===== src/rtl/colour_bbox_pkg.sv =====
// Shared types for the colour bounding-box tracker.
// Result fields are sized for the largest supported frame.
package colour_bbox_pkg;

    localparam logic [3:0] PKT_TYPE_VIDEO = 4'h0;
    localparam int BB_COORD_W = 16;
    localparam int BB_CNT_W   = 32;

    typedef struct packed {
        logic [7:0] r;
        logic [7:0] g;
        logic [7:0] b;
    } rgb_t;

    typedef struct packed {
        logic [BB_COORD_W-1:0] xmin;
        logic [BB_COORD_W-1:0] xmax;
        logic [BB_COORD_W-1:0] ymin;
        logic [BB_COORD_W-1:0] ymax;
        logic [BB_CNT_W-1:0]   count;
        logic                  found;
        logic                  size_err;
    } bbox_t;

    typedef enum logic [1:0] {
        IDLE,
        VIDEO,
        SKIP
    } state_e;

    function automatic logic in_range(input logic [7:0] v,
                                      input logic [7:0] lo,
                                      input logic [7:0] hi);
        return (v >= lo) && (v <= hi);
    endfunction

endpackage


===== src/rtl/colour_bbox_tracker_match.sv =====
// Registered inclusive RGB window compare; coordinates and
// frame tags ride alongside with the same one-cycle latency.
module colour_window_match
    import colour_bbox_pkg::*;
#(
    parameter int COORD_W = 11
) (
    input  logic               clk,
    input  logic               reset,
    input  logic               vld_i,
    input  logic [23:0]        pix_i,
    input  logic [23:0]        lo_i,
    input  logic [23:0]        hi_i,
    input  logic [COORD_W-1:0] x_i,
    input  logic [COORD_W-1:0] y_i,
    input  logic [2:0]         tag_i,
    output logic               vld_o,
    output logic               match_o,
    output logic [COORD_W-1:0] x_o,
    output logic [COORD_W-1:0] y_o,
    output logic [2:0]         tag_o
);

    rgb_t p;
    rgb_t l;
    rgb_t h;
    logic hit;

    assign p = pix_i;
    assign l = lo_i;
    assign h = hi_i;
    assign hit = in_range(p.r, l.r, h.r)
              && in_range(p.g, l.g, h.g)
              && in_range(p.b, l.b, h.b);

    always_ff @(posedge clk or posedge reset) begin
        if (reset) begin
            vld_o   <= 1'b0;
            match_o <= 1'b0;
            x_o     <= '0;
            y_o     <= '0;
            tag_o   <= '0;
        end else begin
            vld_o <= vld_i;
            if (vld_i) begin
                match_o <= hit;
                x_o     <= x_i;
                y_o     <= y_i;
                tag_o   <= tag_i;
            end
        end
    end

endmodule


===== src/rtl/colour_bbox_tracker.sv =====
// Avalon-ST video passthrough that reports, per frame, the bounding
// box and count of pixels falling inside a programmable RGB window.
module colour_bbox_tracker
    import colour_bbox_pkg::*;
#(
    parameter int IMAGE_W = 640,
    parameter int IMAGE_H = 480,
    parameter int COORD_W = 11,
    parameter int CNT_W   = 19
) (
    input  logic               clk,
    input  logic               reset,
    input  logic [23:0]        snk_data,
    input  logic               snk_valid,
    input  logic               snk_startofpacket,
    input  logic               snk_endofpacket,
    output logic               snk_ready,
    output logic [23:0]        src_data,
    output logic               src_valid,
    output logic               src_startofpacket,
    output logic               src_endofpacket,
    input  logic               src_ready,
    input  logic [23:0]        thr_lo,
    input  logic [23:0]        thr_hi,
    output logic               res_valid,
    input  logic               res_ready,
    output logic [COORD_W-1:0] res_xmin,
    output logic [COORD_W-1:0] res_xmax,
    output logic [COORD_W-1:0] res_ymin,
    output logic [COORD_W-1:0] res_ymax,
    output logic [CNT_W-1:0]   res_count,
    output logic               res_found,
    output logic               res_size_err,
    output logic               res_overflow
);

    localparam int BEAT_W = CNT_W + 1;
    localparam logic [BEAT_W-1:0] FRAME_PIX = BEAT_W'(IMAGE_W * IMAGE_H);
    localparam logic [COORD_W-1:0] X_LAST = COORD_W'(IMAGE_W - 1);
    localparam logic [COORD_W-1:0] Y_LAST = COORD_W'(IMAGE_H - 1);
    localparam int T_PIX   = 2;
    localparam int T_FIRST = 1;
    localparam int T_LAST  = 0;

    assign src_data          = snk_data;
    assign src_valid         = snk_valid;
    assign src_startofpacket = snk_startofpacket;
    assign src_endofpacket   = snk_endofpacket;
    assign snk_ready         = src_ready;

    logic beat;
    assign beat = snk_valid && src_ready;

    state_e             state_q, state_d;
    logic [COORD_W-1:0] x_q, x_d, y_q, y_d;
    logic               first_q, first_d;
    logic [23:0]        lo_q, lo_d, hi_q, hi_d;
    logic               s0_vld;
    logic [2:0]         s0_tag;

    always_ff @(posedge clk or posedge reset) begin
        if (reset) begin
            state_q <= IDLE;
            x_q     <= '0;
            y_q     <= '0;
            first_q <= 1'b0;
            lo_q    <= '0;
            hi_q    <= '0;
        end else begin
            state_q <= state_d;
            x_q     <= x_d;
            y_q     <= y_d;
            first_q <= first_d;
            lo_q    <= lo_d;
            hi_q    <= hi_d;
        end
    end

    // A header-only video packet emits a pixel-less first+last token
    always_comb begin
        state_d = state_q;
        x_d     = x_q;
        y_d     = y_q;
        first_d = first_q;
        lo_d    = lo_q;
        hi_d    = hi_q;
        s0_vld  = 1'b0;
        s0_tag  = 3'b000;
        if (beat) begin
            if (snk_startofpacket) begin
                lo_d    = thr_lo;
                hi_d    = thr_hi;
                x_d     = '0;
                y_d     = '0;
                first_d = 1'b1;
                if (snk_data[3:0] == PKT_TYPE_VIDEO) begin
                    if (snk_endofpacket) begin
                        state_d = IDLE;
                        s0_vld  = 1'b1;
                        s0_tag  = 3'b011;
                    end else begin
                        state_d = VIDEO;
                    end
                end else begin
                    state_d = snk_endofpacket ? IDLE : SKIP;
                end
            end else begin
                case (state_q)
                    VIDEO: begin
                        s0_vld  = 1'b1;
                        s0_tag  = {1'b1, first_q, snk_endofpacket};
                        first_d = 1'b0;
                        if (x_q == X_LAST) begin
                            x_d = '0;
                            if (y_q != Y_LAST) y_d = y_q + 1'b1;
                        end else begin
                            x_d = x_q + 1'b1;
                        end
                        if (snk_endofpacket) state_d = IDLE;
                    end
                    SKIP: begin
                        if (snk_endofpacket) state_d = IDLE;
                    end
                    default: ;
                endcase
            end
        end
    end

    logic               s1_vld;
    logic               s1_match;
    logic [COORD_W-1:0] s1_x, s1_y;
    logic [2:0]         s1_tag;

    colour_window_match #(.COORD_W(COORD_W)) u_match (
        .clk     (clk),
        .reset   (reset),
        .vld_i   (s0_vld),
        .pix_i   (snk_data),
        .lo_i    (lo_q),
        .hi_i    (hi_q),
        .x_i     (x_q),
        .y_i     (y_q),
        .tag_i   (s0_tag),
        .vld_o   (s1_vld),
        .match_o (s1_match),
        .x_o     (s1_x),
        .y_o     (s1_y),
        .tag_o   (s1_tag)
    );

    logic [COORD_W-1:0] xmin_q, xmin_d, xmax_q, xmax_d;
    logic [COORD_W-1:0] ymin_q, ymin_d, ymax_q, ymax_d;
    logic [CNT_W-1:0]   cnt_q, cnt_d;
    logic [BEAT_W-1:0]  beats_q, beats_d;
    logic               fin_q, fin_d;
    logic [COORD_W-1:0] bxmin, bxmax, bymin, bymax;
    logic [CNT_W-1:0]   bcnt;
    logic [BEAT_W-1:0]  bbeats;

    // Accumulators restart on the first pixel token, not at the header,
    // so the previous frame's in-flight pixels still land in its totals.
    always_comb begin
        bxmin   = s1_tag[T_FIRST] ? '1 : xmin_q;
        bxmax   = s1_tag[T_FIRST] ? '0 : xmax_q;
        bymin   = s1_tag[T_FIRST] ? '1 : ymin_q;
        bymax   = s1_tag[T_FIRST] ? '0 : ymax_q;
        bcnt    = s1_tag[T_FIRST] ? '0 : cnt_q;
        bbeats  = s1_tag[T_FIRST] ? '0 : beats_q;
        xmin_d  = xmin_q;
        xmax_d  = xmax_q;
        ymin_d  = ymin_q;
        ymax_d  = ymax_q;
        cnt_d   = cnt_q;
        beats_d = beats_q;
        fin_d   = 1'b0;
        if (s1_vld) begin
            xmin_d  = bxmin;
            xmax_d  = bxmax;
            ymin_d  = bymin;
            ymax_d  = bymax;
            cnt_d   = bcnt;
            beats_d = bbeats;
            fin_d   = s1_tag[T_LAST];
            if (s1_tag[T_PIX]) begin
                if (bbeats != '1) beats_d = bbeats + 1'b1;
                if (s1_match) begin
                    if (s1_x < bxmin) xmin_d = s1_x;
                    if (s1_x > bxmax) xmax_d = s1_x;
                    if (s1_y < bymin) ymin_d = s1_y;
                    if (s1_y > bymax) ymax_d = s1_y;
                    if (bcnt != '1) cnt_d = bcnt + 1'b1;
                end
            end
        end
    end

    always_ff @(posedge clk or posedge reset) begin
        if (reset) begin
            xmin_q  <= '1;
            xmax_q  <= '0;
            ymin_q  <= '1;
            ymax_q  <= '0;
            cnt_q   <= '0;
            beats_q <= '0;
            fin_q   <= 1'b0;
        end else begin
            xmin_q  <= xmin_d;
            xmax_q  <= xmax_d;
            ymin_q  <= ymin_d;
            ymax_q  <= ymax_d;
            cnt_q   <= cnt_d;
            beats_q <= beats_d;
            fin_q   <= fin_d;
        end
    end

    bbox_t res_q, res_d, res_new;
    logic  rv_q, rv_d, ovf_q, ovf_d;
    logic  xfer;
    logic  found;

    assign xfer  = rv_q && res_ready;
    assign found = (cnt_q != '0);

    always_comb begin
        res_new.xmin     = found ? BB_COORD_W'(xmin_q) : '0;
        res_new.xmax     = found ? BB_COORD_W'(xmax_q) : '0;
        res_new.ymin     = found ? BB_COORD_W'(ymin_q) : '0;
        res_new.ymax     = found ? BB_COORD_W'(ymax_q) : '0;
        res_new.count    = BB_CNT_W'(cnt_q);
        res_new.found    = found;
        res_new.size_err = (beats_q != FRAME_PIX);
        res_d = res_q;
        rv_d  = rv_q;
        ovf_d = ovf_q;
        if (fin_q) begin
            res_d = res_new;
            rv_d  = 1'b1;
            ovf_d = !xfer && (rv_q || ovf_q);
        end else if (xfer) begin
            rv_d  = 1'b0;
            ovf_d = 1'b0;
        end
    end

    always_ff @(posedge clk or posedge reset) begin
        if (reset) begin
            res_q <= '0;
            rv_q  <= 1'b0;
            ovf_q <= 1'b0;
        end else begin
            res_q <= res_d;
            rv_q  <= rv_d;
            ovf_q <= ovf_d;
        end
    end

    assign res_valid    = rv_q;
    assign res_overflow = ovf_q;
    assign res_xmin     = COORD_W'(res_q.xmin);
    assign res_xmax     = COORD_W'(res_q.xmax);
    assign res_ymin     = COORD_W'(res_q.ymin);
    assign res_ymax     = COORD_W'(res_q.ymax);
    assign res_count    = CNT_W'(res_q.count);
    assign res_found    = res_q.found;
    assign res_size_err = res_q.size_err;

endmodule


===== config.mk =====
export PLATFORM = sky130hd
export DESIGN_NAME = colour_bbox_tracker
export DESIGN_NICKNAME = d
export VERILOG_FILES = /design/src/rtl/colour_bbox_pkg.sv /design/src/rtl/colour_bbox_tracker_match.sv /design/src/rtl/colour_bbox_tracker.sv
export SDC_FILE = /design/constraint.sdc
export NUM_CORES = 1
export LEC_CHECK = 0
export BUFFER_PORTS_ARGS = -buffer_cell sky130_fd_sc_hd__buf_2
export CORE_AREA = 5 5 157 159
export DETAILED_ROUTE_END_ITERATION = 10
export DIE_AREA = 0 0 162 164
export PLACE_DENSITY = 0.8
export SYNTH_ARGS = -nofsm -noshare
export SYNTH_HDL_FRONTEND = slang
export SYNTH_HIERARCHICAL = 1
export SYNTH_SLANG_ARGS = --single-unit

===== constraint.sdc =====
create_clock -name clk -period 8.5 [get_ports clk]
set_clock_uncertainty 0.15 [all_clocks]
set_input_delay 0.425 -clock clk [delete_from_list [all_inputs] [get_ports clk]]
set_output_delay 0.425 -clock clk [all_outputs]
set_load 0.02 [all_outputs]

==> impl_results.md, run 1 <==
- Crit-path slowest cell: o21ai_1
- Number of fill cells: 1,701
- Via density: 5.700
- TNS Setup: 0 ns
- Die footprint: 26,570 sq um
- Top cell type by total area after synthesis: dfrtp_1
- Synth top area share: 43.42%
- CTS Buf Count: 27
- Count leader, synth: nand2_1
- Total grt overflow: 0
- #FFs+latches synth: 251
- CP Cell Sequence: buf_4 > nand2b_1 > ha_1 > a21oi_1 > nand2_1 > a221o_1 > o21ai_1 > mux2i_1
- Fin. Hold Viols: 0
- Fmax: 282.3 MHz
- Pre-CTS WS: 4.969 ns
- Clock sinks: 251
- Synth top cells by count: nand2_1, dfrtp_1, ha_1
- H-tree depth: 1
- IO Pins: 174
- Site Rows: 56
- Pin count of the biggest net entering global routing: 105
- First-pass GRT wire length: 52,480 microns
- Vias: 10.21k
- Die width: 162 microns
- CTS tree: built
- VDD IR max: 0.1379 mV
- Tcrit/Tclk final: 41.67%
- CP required: 8.78 ns
- Post-detailed-route wirelength per cell: 17.52 microns
- Crit Path Max Fanout: 84
- FFs w/ async S/R, synth: 100.0%
- Mapped Cells: 1,302
- ANT nets after route: 0
- Worst EP arrival: 3.82 ns
- Worst min path class: in -> reg
- Total GRT Usage: 23.83%
- Synth warnings: 6
- Core ar.: 23,120 sq um
- Syn avg cell area: 10.14 sq um
- Length of the first detailed-routing pass in iterations: 5
- Clock latency on the worst-skew pair: 0.53 ns
- Post-DP HPWL: 21,170 microns
- CP startpoint kind: flip-flop
- Antenna violations before repair: 1
- Clock Path Buffers: 3
- WHS Path Cells: 2
- Clock-pin slew on the worst setup and hold paths: 0.06 ns
- Unrepaired setup endpoints after global routing: no
- Die height: 164 microns
- Routed wire length: 31,400 microns
- Leak: 7.904 nW
- Final net count: 1,655
- Synth cell types: 70
- Area growth from synthesis to layout: 17.75%
- CTS Hold Bufs: 50
- Pins Over Slew Limit: 0
- Slew Limit Headroom: 19.07%
- Clock Root Buffer: clkbuf_16
- I/O Buffers: 173
- Final setup violating endpoints: 0
- Register area share after synthesis: 47.80%
- Number of global-route vias before repair: 10.54k
- Iter 0 DRT Violations: 626
- Setup crit end kind: flip-flop
- Share of cells above drive strength 1: 21.19%
- Setup Crit Path Kind: reg -> reg
- Ys flop type: dfrtp_1
- Worst slew pin tran: 1.206 ns
- Initial core utilization: 57.08%
- Min Tclk post-route: 3.542 ns
- Post-synth EDFFs: 0
- Setup Fix Bufs, Post-CTS: 0
- Syn Std Cell Area: 13,200 sq um
- Final WS setup: 4.958 ns
- Post-CTS Resized: 0
- Largest stage delay on the critical path: 0.95 ns
- Mapped Nets: 1,476
- Worst r2r path cells: 8
- PD cells: 190.9 nW/um^2
- Largest cells by area after synthesis: dfrtp_1, ha_1, nand2_1, dfstp_2, mux2_2
- Max Cap Viol: 0
- Status: complete, no violations
- GP Congestion: 0.8604
- Remaining DRCs: 0
## path summary, 6_finish.rpt
kind / end / from / slack, ns
max reg2reg: xmax_q[0] / u_match/tag_o[1] / 4.96
min in group asynchronous: first_q / reset / 0.45
max in group asynchronous: x_q[8] / reset / 6.40
min reg2reg: lo_q[5] / lo_q[5] / 0.32
max: xmax_q[0] / u_match/tag_o[1] / 4.96
min: state_q[1] / snk_endofpacket / 0.02
## metal layers
layer | up-vias | GRT usage [%] | wire [microns]
li1 | 4830 | - | -
met1 | 5036 | 31.74 | 13460
met2 | 271 | 40.96 | 15550
met3 | 77 | 2.735 | 1390
met4 | 0 | 7.997 | 992
met5 | - | 0 | 0
## final cells by class
cell class	count	area [sq um]	share of cell area [%]
repair buffers	233	1441	9.275
inverters	84	322.8	2.077
flip-flops and latches	251	6310	40.60
well taps	290	362.8	2.335
multi-input cells	884	6151	39.58
clock inverters	10	158.9	1.023
diodes	1	2.502	0.01610
clock buffers	39	790.8	5.089
## report_power, final
group | switching (W) | internal [W]
Clock | 0.000463 | 0.000766
Sequential | 0.0000661 | 0.00127
Combinational | 0.000229 | 0.000175
## cell families after synthesis
logic type	synth area share (%)
fa+ha+maj	9.006
mux	7.120
flops	47.80
xor+xnor	3.318
buf+inv	5.774
simple gates	17.09
compound gates	9.888
## registers in the layout (all words and copies together), names as in the netlist, 19 cells and up
register / flops
beats_q: 20
cnt_q: 19
hi_q: 24
lo_q: 24
res_count: 19
## worst max-delay path: cells and delay by family, from the launching register on
kind,cells,cell delay (ns)
compound gates,3,1.50
flops,1,0.36
mux,1,0.29
fa+ha+maj,1,0.25
simple gates,2,0.27
buf+inv,1,0.61
## through the flow
stage / power [W] / hold WS, ns / cells / cell area, sq um / utilization (%)
after floorplan: 0.001613 / 0.2957 / 1302 / 13200 / -
after global placement: 0.001707 / 0.3104 / 1692 / 14090 / 60.93
after detailed placement: 0.001730 / 0.3123 / 1692 / 14090 / 60.93
after CTS: 0.002985 / 0.003760 / 1791 / 15540 / 67.20
after global routing: 0.003107 / 0.04111 / 1792 / 15540 / 67.21
final: 0.002967 / 0.02146 / 1792 / 15540 / 67.21
## cells in the final DEF (no fill, tap or decap), types with 4 or more instances in the layout
cell type,count
mux2i_1,41
nor2b_1,12
a2111oi_0,4
nand3b_1,7
a21oi_1,55
and2_1,6
ha_1,95
dlygate4sd3_1,50
nand2_1,239
a21o_1,6
nand4_1,32
nor3_1,11
nand3_1,28
and4b_1,6
dfrtp_1,228
a22o_1,46
xnor2_1,21
nand2b_1,25
clkbuf_1,5
nor2_1,60
o21ai_1,4
xor2_1,29
inv_1,83
dfstp_2,22
buf_4,10
a41oi_1,4
clkbuf_8,7
a221o_1,5
mux2_2,46
clkbuf_16,27
buf_2,173
bufinv_16,4
and3_1,7
clkinv_2,4
o21ai_0,19
nor4_1,15
Power figures use the tool's default switching activity.
==> inputs of run 2 (changes only) <==
==> constraint.sdc (replaced) <==
create_clock -name clk -period 3.7 [get_ports clk]
set_clock_uncertainty 0.15 [all_clocks]
set_input_delay 0.185 -clock clk [delete_from_list [all_inputs] [get_ports clk]]
set_output_delay 0.185 -clock clk [all_outputs]
set_load 0.02 [all_outputs]
==> run 2 against run 1 <==
  * Routed wire length grew 2.4%
  * Count of clock-buffer cells in the layout shrank 1
  * Register-to-register slack lost 4.2 ns
  * Critical path type unchanged
  * Critical endpoint is now ymin_q[10]
  * Largest power group unchanged
==> impl_results.md, run 2 (same netlist as run 1, synthesis figures left out) <==
- Worst EP arrival: 3.27 ns
- Met3 Track Usage GR: 3.287%
- Number of fill cells: 1,679
- CTS Buf Count: 27
- Tcrit/Tclk final: 80.03%
- VDD IR max: 0.2920 mV
- PD cells: 436.9 nW/um^2
- Commonest non-fill, non-tap cell in the layout: nand2_1
- Clock-pin slew on the worst setup and hold paths: 0.06 ns
- CP startpoint kind: flip-flop
- First-pass GRT wire length: 53,190 microns
- Setup Crit Path Kind: reg -> reg
- CP required: 4.01 ns
- Clock Root Buffer: clkbuf_16
- Share of cells above drive strength 1: 21.56%
- CTS Hold Bufs: 54
- Number of global-route vias before repair: 10.71k
- Setup Fix Bufs, Post-CTS: 0
- Pins Over Slew Limit: 0
- Met1 Resource Use GR: 31.23%
- Via density: 5.749
- Reg-to-reg slack, setup: 0.74 ns
- Worst min path class: in -> reg
- TNS Setup: 0 ns
- Iter 0 DRT Violations: 800
- Total GRT Usage: 24.19%
- Length of the first detailed-routing pass in iterations: 5
- Net Sw Frac: 25.81%
- Most frequent cells in the layout: nand2_1, dfrtp_1, buf_2
- Antenna violations before repair: 1
- IO Pins: 174
- Min Tclk post-route: 2.961 ns
- Unrepaired setup endpoints after global routing: no
- GR Util met2: 41.99%
- Clock Path Buffers: 3
- Combinational power share: 13.7%
- Die footprint: 26,570 sq um
- Setup crit end kind: flip-flop
- CP Cell Sequence: buf_4 > nor2_1 > ha_1 > a21oi_1 > nor2_1 > a2111oi_0 > o21ai_1 > buf_4 > mux2_2
- Final setup violating endpoints: 0
- Routed wire length: 32,160 microns
- Pin count of the biggest net entering global routing: 57
- Fmax: 337.7 MHz
- Area occupied by multi-input gates: 6151 sq um
- Clock power share: 41.4%
- Post-detailed-route wirelength per cell: 17.78 microns
- Site Rows: 56
- Post-CTS Resized: 0
- Max Cap Viol: 0
- Fin. Hold Viols: 0
- Core ar.: 23,120 sq um
- Largest stage delay on the critical path: 0.61 ns
- Internal: 0.005076 W
- Vias: 10.39k
- H-tree depth: 1
- Crit Path Max Fanout: 24
- CP delay by family, top: compound AO/OA/AOI/OAI gates
- Leak: 7.967 nW
- I/O Buffers: 173
- Status: complete, no violations
- CTS tree: built
- GP Congestion: 0.9018
- Worst slew pin tran: 1.080 ns
- NetSw: 0.001766 W
- Largest regs: hi_q x24, lo_q x24, beats_q x20
- Post-DP HPWL: 21,820 microns
- Buf+Inv Stages, Crit Path: 2
- Final net count: 1,671
- Slew Limit Headroom: 27.85%
- ANT nets after route: 0
- Die width: 162 microns
- Fin util: 67.73%
- Most Crowded Layer GR: met2
- Total grt overflow: 0
- Die height: 164 microns
- Remaining DRCs: 0
- Storage cell area: 6310 sq um
- Clock latency on the worst-skew pair: 0.54 ns
- Area growth from synthesis to layout: 18.66%
- Initial core utilization: 57.08%
- Crit-path slowest cell: dfrtp_2
- Sequential Power Share: 44.9%
- Clock sinks: 251
-- run 2: worst reg2reg max path, delay by kind of cell (launching register included) --
family	cells	cell delay, ns
AOI/OAI and AO/OA	3	0.85
muxes	1	0.28
buffers and inverters	2	0.59
and+or+nand+nor	2	0.13
DFF	1	0.61
adders and majority gates	1	0.28
-- run 2: area by class of cell --
class | count | area share (%)
sequential | 251 | 40.29
multi-input combinational | 884 | 39.28
timing repair buffer | 249 | 10.12
clock buffer | 38 | 4.770
tap | 290 | 2.317
inverter | 84 | 2.037
clock inverter | 11 | 1.174
antenna | 1 | 0.01598
-- run 2: layer usage --
metal	up-vias	wire length (microns)
met1	5164	13630
met4	0	1095
met3	76	1513
met5	-	0
li1	4848	-
met2	306	15910
-- run 2: path summary, 6_finish.rpt --
path | cells after the start | endpoint | start
max | 9 | ymin_q[10] | u_match/tag_o[1]
min | 4 | state_q[0] | snk_data[0]
max reg2reg | 9 | ymin_q[10] | u_match/tag_o[1]
min reg2reg | 2 | hi_q[6] | hi_q[6]
max in group asynchronous | 5 | hi_q[5] | reset
min in group asynchronous | 3 | x_q[2] | reset
-- run 2: power by group through the flow --
| stage | registers, W | logic, W | clock network, W |
|---|---|---|---|
| CTS | 0.00306 | 0.000923 | 0.00287 |
| floorplan | 0.00305 | 0.000652 | 0 |
| global route | 0.00309 | 0.00107 | 0.00299 |
| finish | 0.00307 | 0.000937 | 0.00283 |
| detailed placement | 0.00311 | 0.000868 | 0 |
| global placement | 0.00310 | 0.000820 | 0 |
-- run 2: per-stage QoR --
| stage | power, W | hold WS (ns) | std cells | instance area (sq um) | setup WS, ns |
|---|---|---|---|---|---|
| after CTS | 0.006861 | 0.005658 | 1807 | 15660 | 0.7899 |
| after global routing | 0.007147 | 0.05544 | 1808 | 15660 | 0.5035 |
| after detailed placement | 0.003977 | 0.1781 | 1704 | 14190 | 0.8144 |
| after floorplan | 0.003706 | 0.08772 | 1302 | 13200 | 0.4589 |
| final | 0.006842 | 0.02788 | 1808 | 15660 | 0.7389 |
| after global placement | 0.003920 | 0.1619 | 1704 | 14190 | 1.001 |
==> inputs of run 3 (changes only) <==
--- a/config.mk
+++ b/config.mk
@@ -6,10 +6,10 @@
 export NUM_CORES = 1
 export LEC_CHECK = 0
 export BUFFER_PORTS_ARGS = -buffer_cell sky130_fd_sc_hd__buf_2
-export CORE_AREA = 5 5 157 159
+export CORE_AREA = 5 5 164 166
 export DETAILED_ROUTE_END_ITERATION = 10
-export DIE_AREA = 0 0 162 164
-export PLACE_DENSITY = 0.8
+export DIE_AREA = 0 0 169 171
+export PLACE_DENSITY = 0.77
 export SYNTH_ARGS = -nofsm -noshare
 export SYNTH_HDL_FRONTEND = slang
 export SYNTH_HIERARCHICAL = 1
==> constraint.sdc (replaced) <==
create_clock -name clk -period 2.4 [get_ports clk]
set_clock_uncertainty 0.15 [all_clocks]
set_input_delay 0.12 -clock clk [delete_from_list [all_inputs] [get_ports clk]]
set_output_delay 0.12 -clock clk [all_outputs]
set_load 0.02 [all_outputs]
==> run 3 against run 2 <==
  * The flow now finishes with violations (negative setup slack)
  * Global-route usage shrank 1.5 points
  * Final area grew 8.8%
  * Combinational power grew 76%
  * Via count is 3.7% higher
  * Largest cell class is now multi-input gates
==> impl_results.md, run 3 (same netlist as run 1, synthesis figures left out) <==
- Min Tclk post-route: 2.641 ns
- Pins Over Slew Limit: 0
- CP startpoint kind: flip-flop
- Fin cells: 1,910
- Antenna violations before repair: 0
- Largest regs: hi_q x24, lo_q x24, beats_q x20
- Core ar.: 25,470 sq um
- Total grt overflow: 0
- Final net count: 1,729
- Total GRT Usage: 22.68%
- Remaining DRCs: 0
- Site Rows: 59
- Clock latency on the worst-skew pair: 0.53 ns
- Worst EP arrival: 2.90 ns
- Number of fill cells: 1,788
- Final setup violating endpoints: 33
- Vias: 10.78k
- CTS Buf Count: 26
- Final WS setup: -0.2414 ns
- Diode count: 0
- Fin. Hold Viols: 0
- Pin count of the biggest net entering global routing: 75
- Routed wire length: 34,680 microns
- Most frequent cells in the layout: nand2_1, dfrtp_1, buf_2
- Commonest non-fill, non-tap cell in the layout: nand2_1
- Tcrit/Tclk final: 110.1%
- ANT nets after route: 0
- Violated checks: negative setup slack
- Clock Root Buffer: clkbuf_16
- H-tree depth: 1
- CP required: 2.66 ns
- Clock Path Buffers: 3
- Fmax: 378.6 MHz
- Number of global-route vias before repair: 11.01k
- Clock sinks: 251
- Die height: 171 microns
- Setup Crit Path Kind: reg -> reg
- Share of cells above drive strength 1: 30.48%
- Die width: 169 microns
- Via density: 5.641
- Worst min path class: in -> reg
- Clock-pin slew on the worst setup and hold paths: 0.06 ns
- Worst r2r path cells: 10
- Iter 0 DRT Violations: 736
- Cells after DPL: 1,787
- Die footprint: 28,900 sq um
- IO Pins: 174
- CTS tree: built
- Area growth from synthesis to layout: 29.12%
- Unrepaired setup endpoints after global routing: yes
- First-pass GRT wire length: 54,610 microns
- Crit Path Max Fanout: 6
- Post-detailed-route wirelength per cell: 18.16 microns
- PD cells: 628.3 nW/um^2
- Post-DP HPWL: 22,150 microns
- Leak: 8.425 nW
- WHS Path Cells: 5
- Fin util: 66.91%
- Length of the first detailed-routing pass in iterations: 5
- Max Cap Viol: 0
- Worst slew pin tran: 1.118 ns
- I/O Buffers: 173
- Initial core utilization: 51.82%
- Status: complete, but fails checks
- Setup crit end kind: flip-flop
- Slew Limit Headroom: 25.26%
- GP Congestion: 0.8873
- VDD IR max: 0.4551 mV
run 3: cell types whose count changed in the layout (fill, tap and decap cells not counted), sizes merged, moves of 2 or more:
cell	before	now
buf	195	249
bufinv	5	3
clkbuf	38	40
clkinvlp	1	4
dlygate4sd3	54	56
run 3: cell type report:
type                       instances  area (sq um)  share of cell area [%]
clock buffer                      38         797.0                   4.677
clock inverter                    10         136.4                  0.8003
inverter                          84         319.1                   1.872
multi-input combinational        885          6833                   40.10
sequential                       251          6312                   37.04
tap                              335         419.2                   2.460
timing repair buffer             307          2225                   13.05
run 3: timing repair:
item | CTS | global route
cloned | 1 | 3
setup endpoints to repair | 48 | 57
setup buffers | 4 | 12
endpoints found under the hold margin | 289 | 0
pin swaps | 2 | 20
hold buffers | 56 | 0
resized for setup | 29 | 70
run 3: through the flow:
| stage | setup TNS, ns | setup WS [ns] | hold WS, ns | area, sq um | total power (W) |
|---|---|---|---|---|---|
| after floorplan | -157.29 | -0.7761 | 0.02272 | 13540 | 0.005745 |
| after global placement | -0.7492 | -0.08740 | 0.05752 | 14890 | 0.006100 |
| after detailed placement | -1.852 | -0.1637 | 0.06608 | 14890 | 0.006179 |
| after CTS | -0.5859 | -0.08083 | 0.03051 | 16580 | 0.01062 |
| after global routing | -8.838 | -0.3169 | 0.07546 | 17040 | 0.01122 |
| final | -4.821 | -0.2414 | 0.02776 | 17040 | 0.01071 |
run 3: final timing paths:
| path | from | to | slack [ns] |
|---|---|---|---|
| max | u_match/tag_o[1] | ymax_q[10] | -0.24 |
| min | snk_data[0] | state_q[0] | 0.03 |
| max reg2reg | u_match/tag_o[1] | ymax_q[10] | -0.24 |
| min reg2reg | lo_q[6] | lo_q[6] | 0.32 |
| max in group asynchronous | reset | ymin_q[5] | 1.25 |
| min in group asynchronous | reset | res_ymin[8] | 0.06 |
run 3: per-layer routing:
| metal | global-route usage, % | routed length (microns) |
|---|---|---|
| met1 | 29.39 | 14130 |
| met2 | 39.08 | 17310 |
| met3 | 3.604 | 2047 |
| met4 | 7.735 | 1187 |
| met5 | 0 | 0 |
run 3: critical path, stage by stage (launching register included):
cell	delay, ns
dfrtp_4	0.53
buf_6	0.16
buf_6	0.11
nand2b_4	0.14
ha_4	0.29
nand3_4	0.07
nor3_2	0.26
a221o_1	0.27
buf_4	0.14
o21bai_1	0.07
a221o_1	0.33
run 3: report_power, final:
part,switching [W],internal [W]
clock network,0.00169,0.00262
logic,0.000885,0.000768
registers,0.000248,0.00449
